### config.mk
export PLATFORM = sky130hd
export DESIGN_NAME = mem_master_flat
export DESIGN_NICKNAME = d
export VERILOG_FILES = /design/src/rtl/mem_master_pkg.sv /design/src/rtl/mem_master_if.sv /design/src/rtl/mem_master_stats.sv /design/src/rtl/mem_master.sv /design/src/flat_wrapper.sv
export SDC_FILE = /design/constraint.sdc
export NUM_CORES = 1
export LEC_CHECK = 0
export ABC_AREA = 1
export BUFFER_PORTS_ARGS = -buffer_cell sky130_fd_sc_hd__buf_2
export CAP_MARGIN = 20
export CORE_ASPECT_RATIO = 1.4
export CORE_MARGIN = 2
export CORE_UTILIZATION = 45
export DETAILED_ROUTE_END_ITERATION = 8
export PLACE_DENSITY_LB_ADDON = 0.1
export SLEW_MARGIN = 20
export SYNTH_ARGS = -nofsm -noshare
export SYNTH_HDL_FRONTEND = slang
export SYNTH_SLANG_ARGS = --single-unit
### constraint.sdc
create_clock -name clk -period 1.5 [get_ports clk]
set_input_delay 0.15 -clock clk [delete_from_list [all_inputs] [get_ports clk]]
set_output_delay 0.15 -clock clk [all_outputs]
set_load 0.01 [all_outputs]
### src/rtl/mem_master_pkg.sv
// mem_master_pkg
// Shared definitions for the mem_master slice.
//   - state_t        : controller state encoding
//   - DEFAULT_DATA_W : default request/response/memory data width
//   - DEFAULT_ADDR_W : default memory address width
//   - DEFAULT_TIMEOUT: default number of WAIT cycles before a read gives up
// Optional statistics are enabled with the macro MEM_MASTER_STATS_EN.
package mem_master_pkg;

  localparam int DEFAULT_DATA_W  = 32;
  localparam int DEFAULT_ADDR_W  = 4;
  localparam int DEFAULT_TIMEOUT = 8;

  typedef enum logic [2:0] {
    IDLE  = 3'd0,
    WRITE = 3'd1,
    READ  = 3'd2,
    WAIT  = 3'd3,
    RESP  = 3'd4
  } state_t;

endpackage

### src/rtl/mem_master_if.sv
// mem_master_if
// Bundles the request, memory and response channels of mem_master.
//   Request : req_valid, req_ready, req_write, req_addr, req_wdata
//   Memory  : mem_en, mem_address, mem_data_in, mem_data_out, mem_valid_out
//   Response: rsp_valid, rsp_ready, rsp_data, rsp_err
// Modports:
//   master - the mem_master controller itself
//   slave  - the environment (requester, memory and response consumer)
interface mem_master_if
  import mem_master_pkg::*;
#(
  parameter int DATA_W = DEFAULT_DATA_W,
  parameter int ADDR_W = DEFAULT_ADDR_W
) ();

  logic              req_valid;
  logic              req_ready;
  logic              req_write;
  logic [ADDR_W-1:0] req_addr;
  logic [DATA_W-1:0] req_wdata;

  logic              mem_en;
  logic [ADDR_W-1:0] mem_address;
  logic [DATA_W-1:0] mem_data_in;
  logic [DATA_W-1:0] mem_data_out;
  logic              mem_valid_out;

  logic              rsp_valid;
  logic              rsp_ready;
  logic [DATA_W-1:0] rsp_data;
  logic              rsp_err;

  modport master (
    input  req_valid, req_write, req_addr, req_wdata,
    input  mem_data_out, mem_valid_out,
    input  rsp_ready,
    output req_ready,
    output mem_en, mem_address, mem_data_in,
    output rsp_valid, rsp_data, rsp_err
  );

  modport slave (
    output req_valid, req_write, req_addr, req_wdata,
    output mem_data_out, mem_valid_out,
    output rsp_ready,
    input  req_ready,
    input  mem_en, mem_address, mem_data_in,
    input  rsp_valid, rsp_data, rsp_err
  );

endinterface

### src/rtl/mem_master_stats.sv
// mem_master_stats
// Saturating 16-bit event counters for mem_master. Only compiled when
// MEM_MASTER_STATS_EN is defined.
//   clk, rst     : clock, synchronous active-high reset
//   i_wr_done    : one-cycle pulse per completed write
//   i_rd_done    : one-cycle pulse per read answered with data
//   i_err_done   : one-cycle pulse per read answered with a timeout error
//   o_wr_count   : completed writes
//   o_rd_count   : completed reads
//   o_err_count  : timeouts
`ifdef MEM_MASTER_STATS_EN
module mem_master_stats (
  input  logic        clk,
  input  logic        rst,
  input  logic        i_wr_done,
  input  logic        i_rd_done,
  input  logic        i_err_done,
  output logic [15:0] o_wr_count,
  output logic [15:0] o_rd_count,
  output logic [15:0] o_err_count
);

  logic [15:0] r_wr_count;
  logic [15:0] r_rd_count;
  logic [15:0] r_err_count;

  // Each counter sticks at 0xFFFF instead of wrapping.
  always_ff @(posedge clk) begin
    if (rst) begin
      r_wr_count  <= '0;
      r_rd_count  <= '0;
      r_err_count <= '0;
    end else begin
      if (i_wr_done && (r_wr_count != 16'hFFFF))
        r_wr_count <= r_wr_count + 16'd1;
      if (i_rd_done && (r_rd_count != 16'hFFFF))
        r_rd_count <= r_rd_count + 16'd1;
      if (i_err_done && (r_err_count != 16'hFFFF))
        r_err_count <= r_err_count + 16'd1;
    end
  end

  assign o_wr_count  = r_wr_count;
  assign o_rd_count  = r_rd_count;
  assign o_err_count = r_err_count;

endmodule
`endif

### src/rtl/mem_master.sv
// mem_master
// Turns single valid/ready requests into memory write or read cycles and
// returns read data (or a timeout error) on a valid/ready response channel.
//   clk   : clock, all logic on the rising edge
//   rst   : synchronous active-high reset; abandons any operation in flight
//   bus   : mem_master_if.master (request, memory and response channels)
//   wr_count, rd_count, err_count : 16-bit saturating statistics, present
//                                   only when MEM_MASTER_STATS_EN is defined
// Parameters: DATA_W, ADDR_W, TIMEOUT (WAIT cycles before a read errors out).
module mem_master
  import mem_master_pkg::*;
#(
  parameter int DATA_W  = DEFAULT_DATA_W,
  parameter int ADDR_W  = DEFAULT_ADDR_W,
  parameter int TIMEOUT = DEFAULT_TIMEOUT
) (
  input  logic        clk,
  input  logic        rst,
  mem_master_if.master bus
`ifdef MEM_MASTER_STATS_EN
  ,
  output logic [15:0] wr_count,
  output logic [15:0] rd_count,
  output logic [15:0] err_count
`endif
);

  localparam int CNT_W = $clog2(TIMEOUT + 1);

  state_t            r_state;
  state_t            w_next_state;
  logic              r_mem_en;
  logic              w_mem_en;
  logic [ADDR_W-1:0] r_mem_address;
  logic [ADDR_W-1:0] w_mem_address;
  logic [DATA_W-1:0] r_mem_data_in;
  logic [DATA_W-1:0] w_mem_data_in;
  logic [DATA_W-1:0] r_rsp_data;
  logic [DATA_W-1:0] w_rsp_data;
  logic              r_rsp_err;
  logic              w_rsp_err;
  logic [CNT_W-1:0]  r_count;
  logic [CNT_W-1:0]  w_count;

  // State and all registered outputs. Request fields are copied into the
  // memory-side registers at acceptance, so later req_* changes are inert.
  always_ff @(posedge clk) begin
    if (rst) begin
      r_state       <= IDLE;
      r_mem_en      <= 1'b0;
      r_mem_address <= '0;
      r_mem_data_in <= '0;
      r_rsp_data    <= '0;
      r_rsp_err     <= 1'b0;
      r_count       <= '0;
    end else begin
      r_state       <= w_next_state;
      r_mem_en      <= w_mem_en;
      r_mem_address <= w_mem_address;
      r_mem_data_in <= w_mem_data_in;
      r_rsp_data    <= w_rsp_data;
      r_rsp_err     <= w_rsp_err;
      r_count       <= w_count;
    end
  end

  // Next-state and next-output logic. mem_en is a one-cycle pulse, so its
  // default is 0; the other registers hold unless a state updates them.
  always_comb begin
    w_next_state  = r_state;
    w_mem_en      = 1'b0;
    w_mem_address = r_mem_address;
    w_mem_data_in = r_mem_data_in;
    w_rsp_data    = r_rsp_data;
    w_rsp_err     = r_rsp_err;
    w_count       = r_count;

    case (r_state)
      IDLE: begin
        if (bus.req_valid) begin
          w_mem_address = bus.req_addr;
          if (bus.req_write) begin
            w_next_state  = WRITE;
            w_mem_en      = 1'b1;
            w_mem_data_in = bus.req_wdata;
          end else begin
            w_next_state = READ;
          end
        end
      end
      WRITE: begin
        w_next_state = IDLE;
      end
      READ: begin
        w_next_state = WAIT;
        w_count      = '0;
      end
      WAIT: begin
        // Valid data is checked first so it wins over a same-cycle timeout.
        if (bus.mem_valid_out) begin
          w_next_state = RESP;
          w_rsp_data   = bus.mem_data_out;
          w_rsp_err    = 1'b0;
          w_count      = '0;
        end else if (r_count == CNT_W'(TIMEOUT - 1)) begin
          w_next_state = RESP;
          w_rsp_data   = '0;
          w_rsp_err    = 1'b1;
          w_count      = '0;
        end else begin
          w_count = r_count + 1'b1;
        end
      end
      RESP: begin
        if (bus.rsp_ready) w_next_state = IDLE;
      end
      default: begin
        w_next_state = IDLE;
      end
    endcase
  end

  assign bus.req_ready   = (r_state == IDLE);
  assign bus.rsp_valid   = (r_state == RESP);
  assign bus.mem_en      = r_mem_en;
  assign bus.mem_address = r_mem_address;
  assign bus.mem_data_in = r_mem_data_in;
  assign bus.rsp_data    = r_rsp_data;
  assign bus.rsp_err     = r_rsp_err;

`ifdef MEM_MASTER_STATS_EN
  // Reads are counted when the response is consumed, so an operation
  // abandoned by reset never shows up in the statistics.
  logic w_rsp_fire;
  assign w_rsp_fire = (r_state == RESP) && bus.rsp_ready;

  mem_master_stats u_stats (
    .clk         (clk),
    .rst         (rst),
    .i_wr_done   (r_state == WRITE),
    .i_rd_done   (w_rsp_fire && !r_rsp_err),
    .i_err_done  (w_rsp_fire && r_rsp_err),
    .o_wr_count  (wr_count),
    .o_rd_count  (rd_count),
    .o_err_count (err_count)
  );
`endif

endmodule

### src/flat_wrapper.sv
// flat-port wrapper written by rule: the top's interface ports become plain ports
module mem_master_flat import mem_master_pkg::*;
#(
  parameter int DATA_W  = DEFAULT_DATA_W,
  parameter int ADDR_W  = DEFAULT_ADDR_W,
  parameter int TIMEOUT = DEFAULT_TIMEOUT
)
  (clk, rst, bus_req_valid, bus_req_write, bus_req_addr, bus_req_wdata, bus_mem_data_out, bus_mem_valid_out, bus_rsp_ready, bus_req_ready, bus_mem_en, bus_mem_address, bus_mem_data_in, bus_rsp_valid, bus_rsp_data, bus_rsp_err);
  mem_master_if #(.DATA_W(DATA_W), .ADDR_W(ADDR_W)) bus_i ();
  input  logic clk;
  input  logic rst;
  input wire logic [$bits(bus_i.req_valid)-1:0] bus_req_valid;
  input wire logic [$bits(bus_i.req_write)-1:0] bus_req_write;
  input wire logic [$bits(bus_i.req_addr)-1:0] bus_req_addr;
  input wire logic [$bits(bus_i.req_wdata)-1:0] bus_req_wdata;
  input wire logic [$bits(bus_i.mem_data_out)-1:0] bus_mem_data_out;
  input wire logic [$bits(bus_i.mem_valid_out)-1:0] bus_mem_valid_out;
  input wire logic [$bits(bus_i.rsp_ready)-1:0] bus_rsp_ready;
  output wire logic [$bits(bus_i.req_ready)-1:0] bus_req_ready;
  output wire logic [$bits(bus_i.mem_en)-1:0] bus_mem_en;
  output wire logic [$bits(bus_i.mem_address)-1:0] bus_mem_address;
  output wire logic [$bits(bus_i.mem_data_in)-1:0] bus_mem_data_in;
  output wire logic [$bits(bus_i.rsp_valid)-1:0] bus_rsp_valid;
  output wire logic [$bits(bus_i.rsp_data)-1:0] bus_rsp_data;
  output wire logic [$bits(bus_i.rsp_err)-1:0] bus_rsp_err;
  assign bus_i.req_valid = bus_req_valid;
  assign bus_i.req_write = bus_req_write;
  assign bus_i.req_addr = bus_req_addr;
  assign bus_i.req_wdata = bus_req_wdata;
  assign bus_i.mem_data_out = bus_mem_data_out;
  assign bus_i.mem_valid_out = bus_mem_valid_out;
  assign bus_i.rsp_ready = bus_rsp_ready;
  assign bus_req_ready = bus_i.req_ready;
  assign bus_mem_en = bus_i.mem_en;
  assign bus_mem_address = bus_i.mem_address;
  assign bus_mem_data_in = bus_i.mem_data_in;
  assign bus_rsp_valid = bus_i.rsp_valid;
  assign bus_rsp_data = bus_i.rsp_data;
  assign bus_rsp_err = bus_i.rsp_err;
  mem_master #(.DATA_W(DATA_W), .ADDR_W(ADDR_W), .TIMEOUT(TIMEOUT)) u_core (.clk(clk), .rst(rst), .bus(bus_i));
endmodule
Word level (Yosys, flattened, before mapping)
Index checks and enable logic that the tools add are counted.
{ "classes": {"mux": 14, "n_addsub": 1, "bitwise": 2, "eq_ne": 7, "n_mul": 0, "n_div": 0, "order_cmp": 0, "n_shift": 0, "n_reduce_logical": 8} }
{ "ops": {"columns": ["cell", "n"], "rows": [
  ["2-to-1 mux 32 bit", 2],
  ["2-to-1 mux 3 bit", 4],
  ["one-hot mux 3 bit (4 select lines)", 1],
  ["2-to-1 mux 4 bit", 2],
  ["one-hot mux 4 bit (2 select lines)", 1],
  ["== test 3 x 2 -> 1 bit (second input constant)", 2],
  ["AND reduction 3 bit", 2],
  ["adder 4 x 1 -> 4 bit (second input constant)", 1],
  ["== test 4 x 3 -> 1 bit (second input constant)", 1],
  ["inequality test 2 bit (second input constant)", 2],
  ["AND reduction 2 bit", 2],
  ["nonzero test 2 bit", 2],
  ["== test 3 bit (second input constant)", 1],
  ["logical NOT 3 bit", 1],
  ["2-to-1 mux 1 bit", 3],
  ["inequality test 3 x 2 -> 1 bit (second input constant)", 1],
  ["OR reduction 3 bit", 1],
  ["2-to-1 mux 2 bit", 1],
  ["inverter 1 bit", 2]
]} }
{ "word_totals": {"ram_bits": 0, "latch_bits": 0, "inputBits": 74, "register_bits": 77, "wordCells": 39, "n_memories": 0, "out_inout_bits": 72, "rom_bits": 0} }

Longest topological paths before layout
{ "depth": {"ltp_word": 4, "ltp_mapped": 9, "depth_no_buf": 7} }

Least setup slack after synthesis
OpenSTA, ideal clock, no wires.
{ "synth_timing": {"path_type": "flip-flop to flip-flop", "from": "register u_core.r_state[0]", "to": "register u_core.r_mem_data_in[10], in the netlist u_core.bus.mem_data_in[10]", "n_path_buf": 2, "setup_slack_ns": 0.256, "stages_incl_launch_ff": 9, "t_arrival_ns": 1.131, "period_less_slack_ns": 1.244, "setup_ns": 0.113, "t_required_ns": 1.387, "path_cell_list": "dfxtp_1 -> nor2_4 -> nand2_2 -> nor2_4 -> nand2_2 -> buf_6 -> buf_2 -> nor2_1 -> nor2_1"} }
{ "synth_between": {"elab_chain_len": 2} }
{ "synth_rtl": {"columns": ["item", "line_no", "rtl"], "rows": [
  ["from (decl)", "mem_master.sv:30", "state_t r_state;"],
  ["from (signal assigned)", "mem_master.sv:57", "r_state <= w_next_state;"],
  ["logical NOT 3 bit", "mem_master.sv:78", "case (r_state)"],
  ["AND reduction 3 bit (no line)", null, null],
  ["to (signal assigned)", "mem_master.sv:60", "r_mem_data_in <= w_mem_data_in;"],
  ["to (decl)", "mem_master.sv:36", "logic [DATA_W-1:0] r_mem_data_in;"]
]} }
No other way between the ends.
A chain may end at the register's enable or synchronous reset.

Worst setup path in the final report
{ "layout_timing": {"from": "register u_core.r_count[0]", "to": "register u_core.r_rsp_data[6], in the netlist u_core.bus.rsp_data[6]"} }
{ "layout_between": {"elab_chain_len": 3} }
{ "layout_rtl": {"columns": ["item", "line_no", "rtl"], "rows": [
  ["from (decl)", "mem_master.sv:42", "logic [CNT_W-1:0] r_count;"],
  ["from (signal assigned)", "mem_master.sv:63", "r_count <= w_count;"],
  ["== test 4 x 3 -> 1 bit", "mem_master.sv:105", "end else if (r_count == CNT_W'(TIMEOUT - 1)) begin"],
  ["nonzero test 2 bit (no line)", null, null],
  ["AND reduction 2 bit (no line)", null, null],
  ["to (signal assigned)", "mem_master.sv:61", "r_rsp_data <= w_rsp_data;"],
  ["to (decl)", "mem_master.sv:38", "logic [DATA_W-1:0] r_rsp_data;"]
]} }
No other way between the ends.

==> metrics.csv <==
stage;metric;value;unit
finish;sequential cell area;1541;µm²
synthesis;Post-synth EDFFs;0;
setup_path;delay of the slowest critical-path stage;330;ps
clock_network;CTS clk-pin slew, worst paths;80;ps
synthesis;sequential fraction of the synthesis area;51.08;%
setup_path;Crit path max-delay family;simple AND/OR/NAND/NOR gates;
clock_network;clk root buf;clkbuf_8;
setup_path;Worst Path Buf+Inv;1;
floorplanning;die footprint;7387;µm²
sta;Relative slew margins;73.62;%
synthesis;most common cell in the netlist;nand2_1;
clock_network;clk buf depth;2;
setup_path;CP Cell Sequence;ha_1 > nand3_1 > nand2_1 > nand2_1 > buf_8 > nand2_1 > a21oi_1;
synthesis;largest cells by area after synthesis;dfxtp_1 (51%), nand2_1 (18%), nor2_1 (9.7%), a21oi_1 (6.1%), inv_1 (5.7%);
placement;port bufs;145;
detailed_routing;wire length per cell;10.39;µm
detailed_routing;final WL;6.740;mm
detailed_routing;DRT antenna net count;0;
setup_path;crit path to;u_core.bus.rsp_data[6];
detailed_routing;metal3 WL;444;µm
finish;# fillers;663;
synthesis;commonest cells in the netlist;nand2_1 (144), nor2_1 (78), dfxtp_1 (77), inv_1 (46), a21oi_1 (37);
setup_path;WP data required;1760;ps
finish;layout cells sized above 1;30.26;%
setup_path;Worst setup SP type;flop;
detailed_routing;M1 wire length;2.944;mm
floorplanning;die height;100.9;µm
global_routing;first-pass GRT wire length;10.83;mm
floorplanning;core area;6525;µm²
global_routing;antenna violations before repair;0;
detailed_routing;Via density;4.492;
global_routing;vias in the first global route;2687;
setup_path;CP Capture Type;flop;
sta;TNS Setup;0;ps
sta;Slew Limit Fails;0;
setup_path;reg2reg path depth;7;
detailed_routing;WL met2;3.219;mm
sta;Setup Viol. Count Final;0;
detailed_routing;DRC;0;
synthesis;Avg Cell Area, Syn;7.051;µm²
synthesis;area leader, netlist;dfxtp_1;
global_routing;GRT overflow;0;
finish;multi-input logic area;1179;µm²
setup_path;Worst R2R Start;u_core.r_count[0];
detailed_routing;uppermost routed layer;met4;
global_routing;Global Route Usage Sum;18.33;%
clock_network;Post-CTS Resized;0;
status;status;finished clean;
setup_path;critical path depth;7;
sta;Hold WS;30.44;ps
clock_network;CTS tree;done;
job;total of max-cap violations;0;
floorplanning;die width;73.21;µm
setup_path;Setup CP Type;flop to flop;
power_and_ir_drop;worst vdd ir;0.0006022;V
synthesis;Synth Register Bits;77;
finish;Layout Nets;645;
detailed_routing;via count;2915;
power_and_ir_drop;Power Total;4269;µW
clock_network;later-pin clock latency in the skew report;340;ps
setup_path;R2R Setup Slk;180;ps
sta;fin crit period;1322;ps
placement;global placement routability congestion;0.7386;
synthesis;yosys warns;0;
global_routing;pin count of the biggest net entering global routing;66;
floorplanning;initial core utilization;46.25;%
sta;Slew @ Worst Pin;395.7;ps
power_and_ir_drop;Pwr per Cell Area;1073;nW/µm²
synthesis;dominant synthesized flop cell;dfxtp_1;
floorplanning;num rows;35;
setup_path;Critical Path Most Common Cell;nand2_1;
min_path;worst hold path type;primary input to flop;
clock_network;H-tree levels;3;
synthesis;synth unique cells;19;
synthesis;Post-Syn Area;3018;µm²
sta;Post-Route Skew;7.720;ps
synthesis;syn_nets;503;
sta;RSZ-0062 raised after global routing;false;
setup_path;CP Data Arrival Time;1580;ps
setup_path;CP Max Fanout;23;
detailed_routing;DRT iter0 DRCs;79;
synthesis;top cell type's share of synthesized area;51.08;%
synthesis;asr flop ratio synth;0;%
power_and_ir_drop;P_leak;0.002121;µW
setup_path;Setup crit start;u_core.r_count[0];
clock_network;Post-CTS Hold Fix Bufs;0;
finish;ANT cells;0;
detailed_routing;DRT Pass-1 Iters;4;
setup_path;Worst R2R End;u_core.bus.rsp_data[6];
setup_path;slowest CP cell;dfxtp_1;
clock_network;Setup Buffers After CTS;0;
synthesis;Syn Inst Count;428;
clock_network;CTS buffer count;9;
placement;Final HPWL DP;4.851;mm
clock_network;clk sink count;77;
finish;Syn-to-layout area delta;31.88;%
sta;fmax;756.7;MHz
sta;Fin. Hold Viols;0;
sta;period utilization;88.10;%
floorplanning;# IOs;146;
-- power by group --
part	leakage, µW	switching, µW	internal [µW]
Clock	0.0000743	736	594
Combinational	0.00142	401	298
Sequential	0.000627	68.9	2170
-- how the worst min path moves through the flow --
stage | start | depth (start not counted) | to | slack, ps
finish | bus_req_wdata[8] | 3 | u_core.bus.mem_data_in[8] | 30
CTS | bus_req_wdata[9] | 3 | u_core.bus.mem_data_in[9] | 20
global placement | bus_req_wdata[10] | 3 | u_core.bus.mem_data_in[10] | 370
detailed placement | bus_req_wdata[29] | 3 | u_core.bus.mem_data_in[29] | 380
global route | bus_req_wdata[22] | 3 | u_core.bus.mem_data_in[22] | 30
floorplan | bus_req_addr[0] | 2 | u_core.bus.mem_address[0] | 280
-- per-stage QoR --
stage / instances / setup WS, ps / instance area [µm²] / utilization, %
2_1_floorplan: 428 / 256.0 / 3018 / -
3_3_place_gp: 633 / 183.2 / 3805 / 58.31
3_5_place_dp: 633 / 122.2 / 3805 / 58.31
4_1_cts: 649 / 110.0 / 3973 / 60.88
5_1_grt: 649 / 9.548 / 3980 / 61.00
6_report: 649 / 178.4 / 3980 / 61.00
-- routing by layer --
layer	up-vias	GRT usage (%)
met2	97	31.74
met5	-	0
met1	1240	20.52
met4	0	9.544
met3	11	4.100
li1	1567	-
-- cells in the final DEF, fill, tap and decap left out, types with 2 or more instances in the layout --
master | Yosys | final
buf_2 | 7 | 145
nand2_1 | 144 | 144
nor2_1 | 78 | 78
dfxtp_1 | 77 | 77
inv_1 | 46 | 46
a21oi_1 | 37 | 37
clkbuf_8 | 0 | 9
nand3_1 | 6 | 6
o21ai_0 | 6 | 6
clkinvlp_4 | 0 | 4
nor2_4 | 3 | 3
buf_12 | 0 | 3
buf_4 | 3 | 3
nand2_2 | 2 | 2
nor3_1 | 2 | 2
o211ai_1 | 2 | 2
clkinv_2 | 0 | 2
-- flip-flops by register name (all words and copies together), names as in the netlist --
signal and cells:
u_core.r_state 3, u_core.bus.rsp_data 32, u_core.bus.mem_en 1, u_core.bus.mem_data_in 32, u_core.r_count 4, u_core.bus.mem_address 4, u_core.bus.rsp_err 1
-- cell families (layout without fill, tap and decap cells) --
| group | count (synthesis) | after routing | synth area share [%] |
|---|---|---|---|
| AND/OR/NAND/NOR | 237 | 237 | 31.01 |
| flip-flops | 77 | 77 | 51.08 |
| buffers and inverters | 68 | 215 | 9.867 |
| AO/OA/AOI/OAI | 45 | 45 | 7.628 |
| adder cells (fa/ha/maj) | 1 | 1 | 0.4145 |
-- worst min-delay path: cells and delay by family --
family / cells / cell delay [ps]
buf+inv: 1 / 70
simple gates: 2 / 110
-- layout make-up --
type / count / area share [%]
Multi-Input combinational cell: 283 / 29.61
Clock buffer: 10 / 3.207
Tap cell: 74 / 2.326
Clock inverter: 6 / 1.006
Sequential cell: 77 / 38.73
Timing Repair Buffer: 152 / 20.69
Inverter: 47 / 4.433
Note: power is estimated with default switching activity, not from simulation.
